`config.mk`:
```
export PLATFORM = sky130hd
export DESIGN_NAME = fp_sum_normalizer_flat
export DESIGN_NICKNAME = d
export VERILOG_FILES = /design/src/rtl/fp_pkg.sv /design/src/rtl/fp_sum_normalizer_if.sv /design/src/rtl/fp_sum_normalizer.sv /design/src/flat_wrapper.sv
export SDC_FILE = /design/constraint.sdc
export NUM_CORES = 1
export LEC_CHECK = 0
export CAP_MARGIN = 20
export CORE_MARGIN = 2
export CORE_UTILIZATION = 50
export DETAILED_ROUTE_END_ITERATION = 12
export PLACE_DENSITY = 0.85
export SYNTH_ARGS = -nofsm -noshare
export SYNTH_HDL_FRONTEND = slang
export SYNTH_SLANG_ARGS = --single-unit
```
`constraint.sdc`:
```
create_clock -name clk -period 3.68 [get_ports clk]
set_input_delay 0.368 -clock clk [delete_from_list [all_inputs] [get_ports clk]]
set_output_delay 0.368 -clock clk [all_outputs]
set_load 0.01 [all_outputs]
```
`src/rtl/fp_pkg.sv`:
```
// Shared types and constants for the FPU post-add normalization stage.
package fp_pkg;

   localparam int unsigned FP_MANT_W = 24;
   localparam int unsigned FP_EXP_W  = 8;
   localparam logic [FP_EXP_W-1:0] EXP_MAX = {FP_EXP_W{1'b1}};

   typedef enum logic [1:0] {
      ST_IDLE = 2'd0,
      ST_NORM = 2'd1,
      ST_DONE = 2'd2
   } norm_state_e;

   typedef struct packed {
      logic zero;
      logic ovf;
      logic unf;
   } norm_flags_t;

   localparam norm_flags_t NORM_FLAGS_CLR = '{zero: 1'b0, ovf: 1'b0, unf: 1'b0};

endpackage

```
`src/rtl/fp_sum_normalizer_if.sv`:
```
// Upstream (sum in) and downstream (normalized out) handshake bundle of the normalizer.
// Carries out_guard only when FP_NORM_GUARD_EN is defined.
interface fp_sum_normalizer_if #(
   parameter int unsigned MANT_W = 24,
   parameter int unsigned EXP_W  = 8
);
   logic              in_valid;
   logic              in_ready;
   logic [MANT_W-1:0] in_sum;
   logic              in_carry;
   logic [EXP_W-1:0]  in_exp;
   logic              in_sign;

   logic              out_valid;
   logic              out_ready;
   logic [MANT_W-1:0] out_mant;
   logic [EXP_W-1:0]  out_exp;
   logic              out_sign;
   logic              out_zero;
   logic              out_ovf;
   logic              out_unf;
`ifdef FP_NORM_GUARD_EN
   logic              out_guard;
`endif

   modport slave (
      input  in_valid, in_sum, in_carry, in_exp, in_sign, out_ready,
      output in_ready, out_valid, out_mant, out_exp, out_sign, out_zero, out_ovf, out_unf
`ifdef FP_NORM_GUARD_EN
      , output out_guard
`endif
   );

   modport master (
      output in_valid, in_sum, in_carry, in_exp, in_sign, out_ready,
      input  in_ready, out_valid, out_mant, out_exp, out_sign, out_zero, out_ovf, out_unf
`ifdef FP_NORM_GUARD_EN
      , input out_guard
`endif
   );

endinterface

```
`src/rtl/fp_sum_normalizer.sv`:
```
// Post-add normalizer: right shift on carry, else serial 1-bit/cycle left shift until MSB set.
// Optional FP_NORM_GUARD_EN adds out_guard (bit shifted out on a carry right shift).
module fp_sum_normalizer
   import fp_pkg::*;
#(
   parameter int unsigned MANT_W = FP_MANT_W,
   parameter int unsigned EXP_W  = FP_EXP_W
) (
   input  logic                 clk,
   input  logic                 rst,
   fp_sum_normalizer_if.slave   bus
);

   localparam logic [EXP_W-1:0]  EXP_TOP    = {EXP_W{1'b1}};
   localparam logic [EXP_W-1:0]  EXP_ONE    = {{(EXP_W-1){1'b0}}, 1'b1};
   localparam logic [EXP_W-1:0]  EXP_ZERO   = {EXP_W{1'b0}};
   localparam logic [EXP_W-1:0]  EXP_OVF_TH = EXP_TOP - EXP_ONE;
   localparam logic [MANT_W-1:0] MANT_ZERO  = {MANT_W{1'b0}};

   norm_state_e       state_q, state_d;
   logic [MANT_W-1:0] mant_q,  mant_d;
   logic [EXP_W-1:0]  exp_q,   exp_d;
   logic              sign_q,  sign_d;
   norm_flags_t       flags_q, flags_d;
`ifdef FP_NORM_GUARD_EN
   logic              guard_q, guard_d;
`endif

   // Next-state and datapath load/shift decisions
   always_comb begin
      state_d = state_q;
      mant_d  = mant_q;
      exp_d   = exp_q;
      sign_d  = sign_q;
      flags_d = flags_q;
`ifdef FP_NORM_GUARD_EN
      guard_d = guard_q;
`endif
      case (state_q)
         ST_IDLE: begin
            if (bus.in_valid) begin
               sign_d  = bus.in_sign;
               flags_d = NORM_FLAGS_CLR;
               state_d = ST_DONE;
`ifdef FP_NORM_GUARD_EN
               guard_d = bus.in_carry & bus.in_sum[0];
`endif
               if (bus.in_carry) begin
                  // Saturate instead of wrapping when the incremented exponent reaches the top
                  if (bus.in_exp >= EXP_OVF_TH) begin
                     mant_d      = MANT_ZERO;
                     exp_d       = EXP_TOP;
                     flags_d.ovf = 1'b1;
                  end else begin
                     mant_d = {1'b1, bus.in_sum[MANT_W-1:1]};
                     exp_d  = bus.in_exp + EXP_ONE;
                  end
               end else if (bus.in_sum == MANT_ZERO) begin
                  mant_d       = MANT_ZERO;
                  exp_d        = EXP_ZERO;
                  flags_d.zero = 1'b1;
               end else if (bus.in_sum[MANT_W-1]) begin
                  mant_d = bus.in_sum;
                  exp_d  = bus.in_exp;
               end else if (bus.in_exp == EXP_ZERO) begin
                  mant_d      = bus.in_sum;
                  exp_d       = EXP_ZERO;
                  flags_d.unf = 1'b1;
               end else begin
                  mant_d  = bus.in_sum;
                  exp_d   = bus.in_exp;
                  state_d = ST_NORM;
               end
            end else begin
               state_d = ST_IDLE;
            end
         end
         ST_NORM: begin
            mant_d = {mant_q[MANT_W-2:0], 1'b0};
            exp_d  = exp_q - EXP_ONE;
            if (mant_d[MANT_W-1]) begin
               state_d = ST_DONE;
            end else if (exp_d == EXP_ZERO) begin
               flags_d.unf = 1'b1;
               state_d     = ST_DONE;
            end else begin
               state_d = ST_NORM;
            end
         end
         ST_DONE: begin
            if (bus.out_ready) begin
               state_d = ST_IDLE;
            end else begin
               state_d = ST_DONE;
            end
         end
         default: begin
            state_d = ST_IDLE;
         end
      endcase
   end

   // State and result registers
   always_ff @(posedge clk) begin
      if (rst) begin
         state_q <= ST_IDLE;
         mant_q  <= MANT_ZERO;
         exp_q   <= EXP_ZERO;
         sign_q  <= 1'b0;
         flags_q <= NORM_FLAGS_CLR;
`ifdef FP_NORM_GUARD_EN
         guard_q <= 1'b0;
`endif
      end else begin
         state_q <= state_d;
         mant_q  <= mant_d;
         exp_q   <= exp_d;
         sign_q  <= sign_d;
         flags_q <= flags_d;
`ifdef FP_NORM_GUARD_EN
         guard_q <= guard_d;
`endif
      end
   end

   assign bus.in_ready  = (state_q == ST_IDLE);
   assign bus.out_valid = (state_q == ST_DONE);
   assign bus.out_mant  = mant_q;
   assign bus.out_exp   = exp_q;
   assign bus.out_sign  = sign_q;
   assign bus.out_zero  = flags_q.zero;
   assign bus.out_ovf   = flags_q.ovf;
   assign bus.out_unf   = flags_q.unf;
`ifdef FP_NORM_GUARD_EN
   assign bus.out_guard = guard_q;
`endif

endmodule

```
`src/flat_wrapper.sv`:
```
// flat-port wrapper written by rule: the top's interface ports become plain ports
module fp_sum_normalizer_flat import fp_pkg::*;
#(
   parameter int unsigned MANT_W = FP_MANT_W,
   parameter int unsigned EXP_W  = FP_EXP_W
)
  (clk, rst, bus_in_valid, bus_in_sum, bus_in_carry, bus_in_exp, bus_in_sign, bus_out_ready, bus_in_ready, bus_out_valid, bus_out_mant, bus_out_exp, bus_out_sign, bus_out_zero, bus_out_ovf, bus_out_unf);
  fp_sum_normalizer_if #(.MANT_W(MANT_W), .EXP_W(EXP_W)) bus_i ();
  input  logic clk;
  input  logic rst;
  input wire logic [$bits(bus_i.in_valid)-1:0] bus_in_valid;
  input wire logic [$bits(bus_i.in_sum)-1:0] bus_in_sum;
  input wire logic [$bits(bus_i.in_carry)-1:0] bus_in_carry;
  input wire logic [$bits(bus_i.in_exp)-1:0] bus_in_exp;
  input wire logic [$bits(bus_i.in_sign)-1:0] bus_in_sign;
  input wire logic [$bits(bus_i.out_ready)-1:0] bus_out_ready;
  output wire logic [$bits(bus_i.in_ready)-1:0] bus_in_ready;
  output wire logic [$bits(bus_i.out_valid)-1:0] bus_out_valid;
  output wire logic [$bits(bus_i.out_mant)-1:0] bus_out_mant;
  output wire logic [$bits(bus_i.out_exp)-1:0] bus_out_exp;
  output wire logic [$bits(bus_i.out_sign)-1:0] bus_out_sign;
  output wire logic [$bits(bus_i.out_zero)-1:0] bus_out_zero;
  output wire logic [$bits(bus_i.out_ovf)-1:0] bus_out_ovf;
  output wire logic [$bits(bus_i.out_unf)-1:0] bus_out_unf;
  assign bus_i.in_valid = bus_in_valid;
  assign bus_i.in_sum = bus_in_sum;
  assign bus_i.in_carry = bus_in_carry;
  assign bus_i.in_exp = bus_in_exp;
  assign bus_i.in_sign = bus_in_sign;
  assign bus_i.out_ready = bus_out_ready;
  assign bus_in_ready = bus_i.in_ready;
  assign bus_out_valid = bus_i.out_valid;
  assign bus_out_mant = bus_i.out_mant;
  assign bus_out_exp = bus_i.out_exp;
  assign bus_out_sign = bus_i.out_sign;
  assign bus_out_zero = bus_i.out_zero;
  assign bus_out_ovf = bus_i.out_ovf;
  assign bus_out_unf = bus_i.out_unf;
  fp_sum_normalizer #(.MANT_W(MANT_W), .EXP_W(EXP_W)) u_core (.clk(clk), .rst(rst), .bus(bus_i));
endmodule
```
* Word level (Yosys, flattened, before mapping)
Cells that the tools add are included.
** Word-level totals
- Output and inout port bits :: 38
- Word-level logic and storage cells :: 57
- Register bits :: 38
** Operators by class
- $lt $le $gt $ge :: 1
- Muxes and demuxes :: 34
- Add/sub/neg operators :: 2
- Reductions and logical operators :: 8
- Equality and inequality tests :: 5
** Operators with widths (count)
- $mux W24 :: 5
- $mux W8 :: 6
- $pmux W24 S2 :: 1
- $logic_not A24 Y1 :: 1
- $logic_not A8 Y1 :: 2
- $mux W2 :: 8
- $pmux W8 S2 :: 1
- $mux W1 :: 11
- $add A8 B1 Y8 const B :: 1
- $ge A8 B8 Y1 const B :: 1
- $sub A8 B1 Y8 const B :: 1
- $pmux W2 S3 :: 1
- $ne A2 B2 Y1 const B :: 2
- $reduce_and A2 Y1 :: 2
- $reduce_and A4 Y1 :: 1
- $eq A2 B1 Y1 const B :: 1
- $eq A2 B2 Y1 const B :: 1
- $logic_not A2 Y1 :: 1
- $ne A2 B1 Y1 const B :: 1
- $pmux W1 S2 :: 1
- $reduce_bool A2 Y1 :: 1

* Longest topological paths before layout
- Depth after elaboration :: 7
- Gate-level depth with buffers :: 9

* Least setup slack after synthesis
Ideal clock, no wire load.
- Kind :: input-to-reg
- Start :: in bus_in_exp[0]
- End :: reg u_core.mant_q[12], in the netlist u_core.bus.out_mant[12]
- Buffers on the path :: 1
- Arrival :: 1.620 ns
- Setup time :: 0.091 ns
- Slack :: 1.969 ns
- Cell stages on the path :: 7
- Cells stage by stage :: inv_1 -> ha_1 -> o211ai_1 -> o21a_1 -> clkbuf_1 -> a221oi_1 -> a311oi_1
** On the way
- Cells in the longest elaborated chain, start to end :: 5
** RTL lines
- start: declaration :: line flat_wrapper.sv:14 : input wire logic [$bits(bus_i.in_exp)-1:0] bus_in_exp;
- $ge A8 B8 Y1 :: line fp_sum_normalizer.sv:50 : if (bus.in_exp >= EXP_OVF_TH) begin
- $mux W24 :: line fp_sum_normalizer.sv:50
- $mux W24 :: line fp_sum_normalizer.sv:48 : if (bus.in_carry) begin
- $mux W24 :: line fp_sum_normalizer.sv:41 : if (bus.in_valid) begin
- $pmux W24 S2 :: line fp_sum_normalizer.sv:39 : case (state_q)
- end signal: assignment :: line fp_sum_normalizer.sv:116 : mant_q <= mant_d;
- end: declaration :: line fp_sum_normalizer.sv:21 : logic [MANT_W-1:0] mant_q, mant_d;
Every way passes these cells. The select of a mux whose other input is x is not followed.
A chain may end at the register's enable or synchronous reset.

* Worst setup path in the final report
- Start :: in bus_in_exp[0]
- End :: reg u_core.mant_q[18], in the netlist u_core.bus.out_mant[18]
The elaborated chain is that of the path after synthesis.

==> results.toml <==
[routing]
antenna_left = 0
wl_met1_um = 3160
firstDrtPassIters = 5
vias = 2700
wirelength_um = 7220
drcViolationCount = 0
drt_iter0_markers = 246
dr_wl_met3_um = 554
vias_per_cell = 6.38
wl_per_cell_um = 17.1
topRoutingLayerUsed = "met4"
dr_wl_met2_um = 3460

[sta]
finalSetupViolations = 0
worst_slack_ns = 1.34
grt_setup_unrepaired = "false"
timing.hold.ws_ns = 0.461
fmax_ghz = 0.428
finalCritPeriodShare_pct = 63.5
fin_crit_ns = 2.34
slew_viol_final = 0
finalClockSkew_ns = 0.00517
finalHoldViolations = 0
setup_tns_ns = 0
worst_pin_slew_ns = 0.697
slew-limit-headroom_pct = 53.4

[placement]
hpwl_um = 5040
placed_area_um2 = 3110
gp_congestion = 0.944
place_ws_ns = 1.13
portBuffers = 75

[synthesis]
synth_edf_count = 0
yosys_warnings = 0
synth_ff_type = "dfxtp_1"
netlist_area_um2 = 2390
synth_top_area_share_pct = 31.8
synth_top_cell_by_area = "dfxtp_1"
yosysSeqAreaShare_pct = 31.8
synth_cell_types = 51
synth_nets = 352
syn-instance-count = 309
async_flop_share_pct = 0
synth_area_leaders = "dfxtp_1 32%, a311oi_1 9.9%, nand2_1 8.3%"
avgSynthCellArea_um2 = 7.75
yosys_register_bits = 38

[cts]
cts_buffer_depth = 2
cts_root_buf = "clkbuf_8"
clk_latency_ns = 0.28
clk_pin_slew_ns = 0.07
clock-sinks = 38
post_cts_buffers = 0
postCtsResizedCells = 0
htreeDepth = 2
cts-buffers-inserted = 5
cts_tree = "yes"
hold_buffers = 0

[grt]
grt_overflow = 0
grt_max_degree = 49
grt_pass1_vias = 2524
grt_pass1_wl_um = 12300
grtUsageTotal_pct = 28.6
antenna_found_initial = 0

[worst_setup_path]
start_kind = "input port"
cpPeakStageDelay_ns = 0.60
crit_path_top_delay_cell = "clkdlybuf4s50_1"
path_buf_inv = 2
crit_required_ns = 3.87
crit_type = "in -> reg"
rrSetupSlack_ns = 1.76
cp_top_family = "compound AO/OA/AOI/OAI gates"
cp-end-kind = "register"
worstPathCellList = "clkdlybuf4s50_1, inv_1, ha_1, o211ai_1, o21a_1, a221oi_1, a311oi_1"
worstPathArrival_ns = 2.53
cp_max_fo = 16

[power]
powerDensity_nw_per_um2 = 366
peakVddDrop_mv = 0.263
power.leakage_nw = 1.09

[job]
maxCapViolCount = 0

[floorplanning]
die_x_um = 73.2
fp.dieArea_um2 = 5360
core-area_um2 = 4660
pin_count = 76
chipHeight_um = 73.2
rows = 25
start_util_pct = 51.4

[hold_path]
min_path_type = "reg -> reg"

[layout]
n_antenna_cell = 0
final_cell_mix = "75 x clkdlybuf4s50_1, 53 x nand2_1, 38 x dfxtp_1"
finalInstanceArea_um2 = 3230
nets = 411
area_delta_synth_final_pct = 34.7
final_common_cell = "clkdlybuf4s50_1"
drive_above_1_share_pct = 5.96
fin_util_pct = 69.2

[outcome]
status = "complete, no violations"
-- registers in the layout, indices dropped and copies added, names as in the netlist --
signal	count
u_core.bus.out_sign	1
u_core.bus.out_exp	8
u_core.bus.out_ovf	1
u_core.bus.out_mant	24
u_core.bus.out_zero	1
u_core.bus.out_unf	1
u_core.state_q	2
-- power by group --
| part | internal (mW) | switching (mW) | total, mW |
|---|---|---|---|
| combinational | 0.176 | 0.171 | 0.347 |
| clock | 0.203 | 0.141 | 0.344 |
| sequential | 0.450 | 0.0396 | 0.490 |
-- Yosys cell counts (3+ instances only) --
cell	number
nand2_1	53
dfxtp_1	38
a311oi_1	27
a21oi_1	23
clkbuf_1	15
nor2_1	12
a221oi_1	11
nor2b_1	11
nand3_1	10
buf_2	9
nor4_1	9
nand2b_1	7
nor3_1	7
o21ai_0	7
inv_1	6
ha_1	5
nand4_1	5
o31ai_1	4
a211o_1	3
a22oi_1	3
a31o_2	3
a31oi_1	3
buf_6	3
-- layer usage --
metal	global-route usage, %	up-vias
met5	0	-
met4	7.41	0
met3	4.70	6
met2	46.4	131
met1	39.5	1278
li1	-	1285
-- worst reg2reg max path: stages, from the launching register on --
cell	delay, ns
dfxtp_1	0.45
inv_1	0.07
ha_1	0.23
nor2b_1	0.16
nor4_1	0.50
nor3_1	0.09
nor4_1	0.31
-- final timing paths --
path                                      start                              endpoint  depth (start not counted)
max                               bus_in_exp[0]  u_core.bus.out_mant[18]$_SDFFE_PP0P_                          7
min             u_core.bus.out_ovf$_SDFFE_PP0P_       u_core.bus.out_ovf$_SDFFE_PP0P_                          2
max reg2reg  u_core.bus.out_exp[0]$_SDFFE_PP0P_       u_core.bus.out_unf$_SDFFE_PP0P_                          6
min reg2reg     u_core.bus.out_ovf$_SDFFE_PP0P_       u_core.bus.out_ovf$_SDFFE_PP0P_                          2
-- through the flow --
step / power, mW / cells
6_report: 1.18 / 423
5_1_grt: 1.24 / 423
4_1_cts: 1.18 / 422
3_5_place_dp: 0.839 / 414
3_3_place_gp: 0.832 / 414
2_1_floorplan: 0.672 / 309
-- cell families (layout without fill, tap and decap cells) --
| group | Yosys count | count (layout) | synth area share [%] |
|---|---|---|---|
| adders and majority gates | 5 | 5 | 2.61 |
| DFF | 38 | 38 | 31.8 |
| xor gates and xnor gates | 2 | 2 | 0.732 |
| buffers and inverters | 35 | 95 | 6.95 |
| AOI/OAI and AO/OA | 99 | 99 | 30.4 |
| and+or+nand+nor | 129 | 129 | 27.2 |
| muxes | 1 | 1 | 0.418 |
-- layout make-up --
class,instances,area (µm²)
clock buffer,7,76.3
tap,54,67.6
clock inverter,1,30.0
fill,404,1430
sequential,38,761
timing repair buffer,81,800
multi-input combinational,236,1470
inverter,6,22.5
Note: power is estimated with default switching activity, not from simulation.
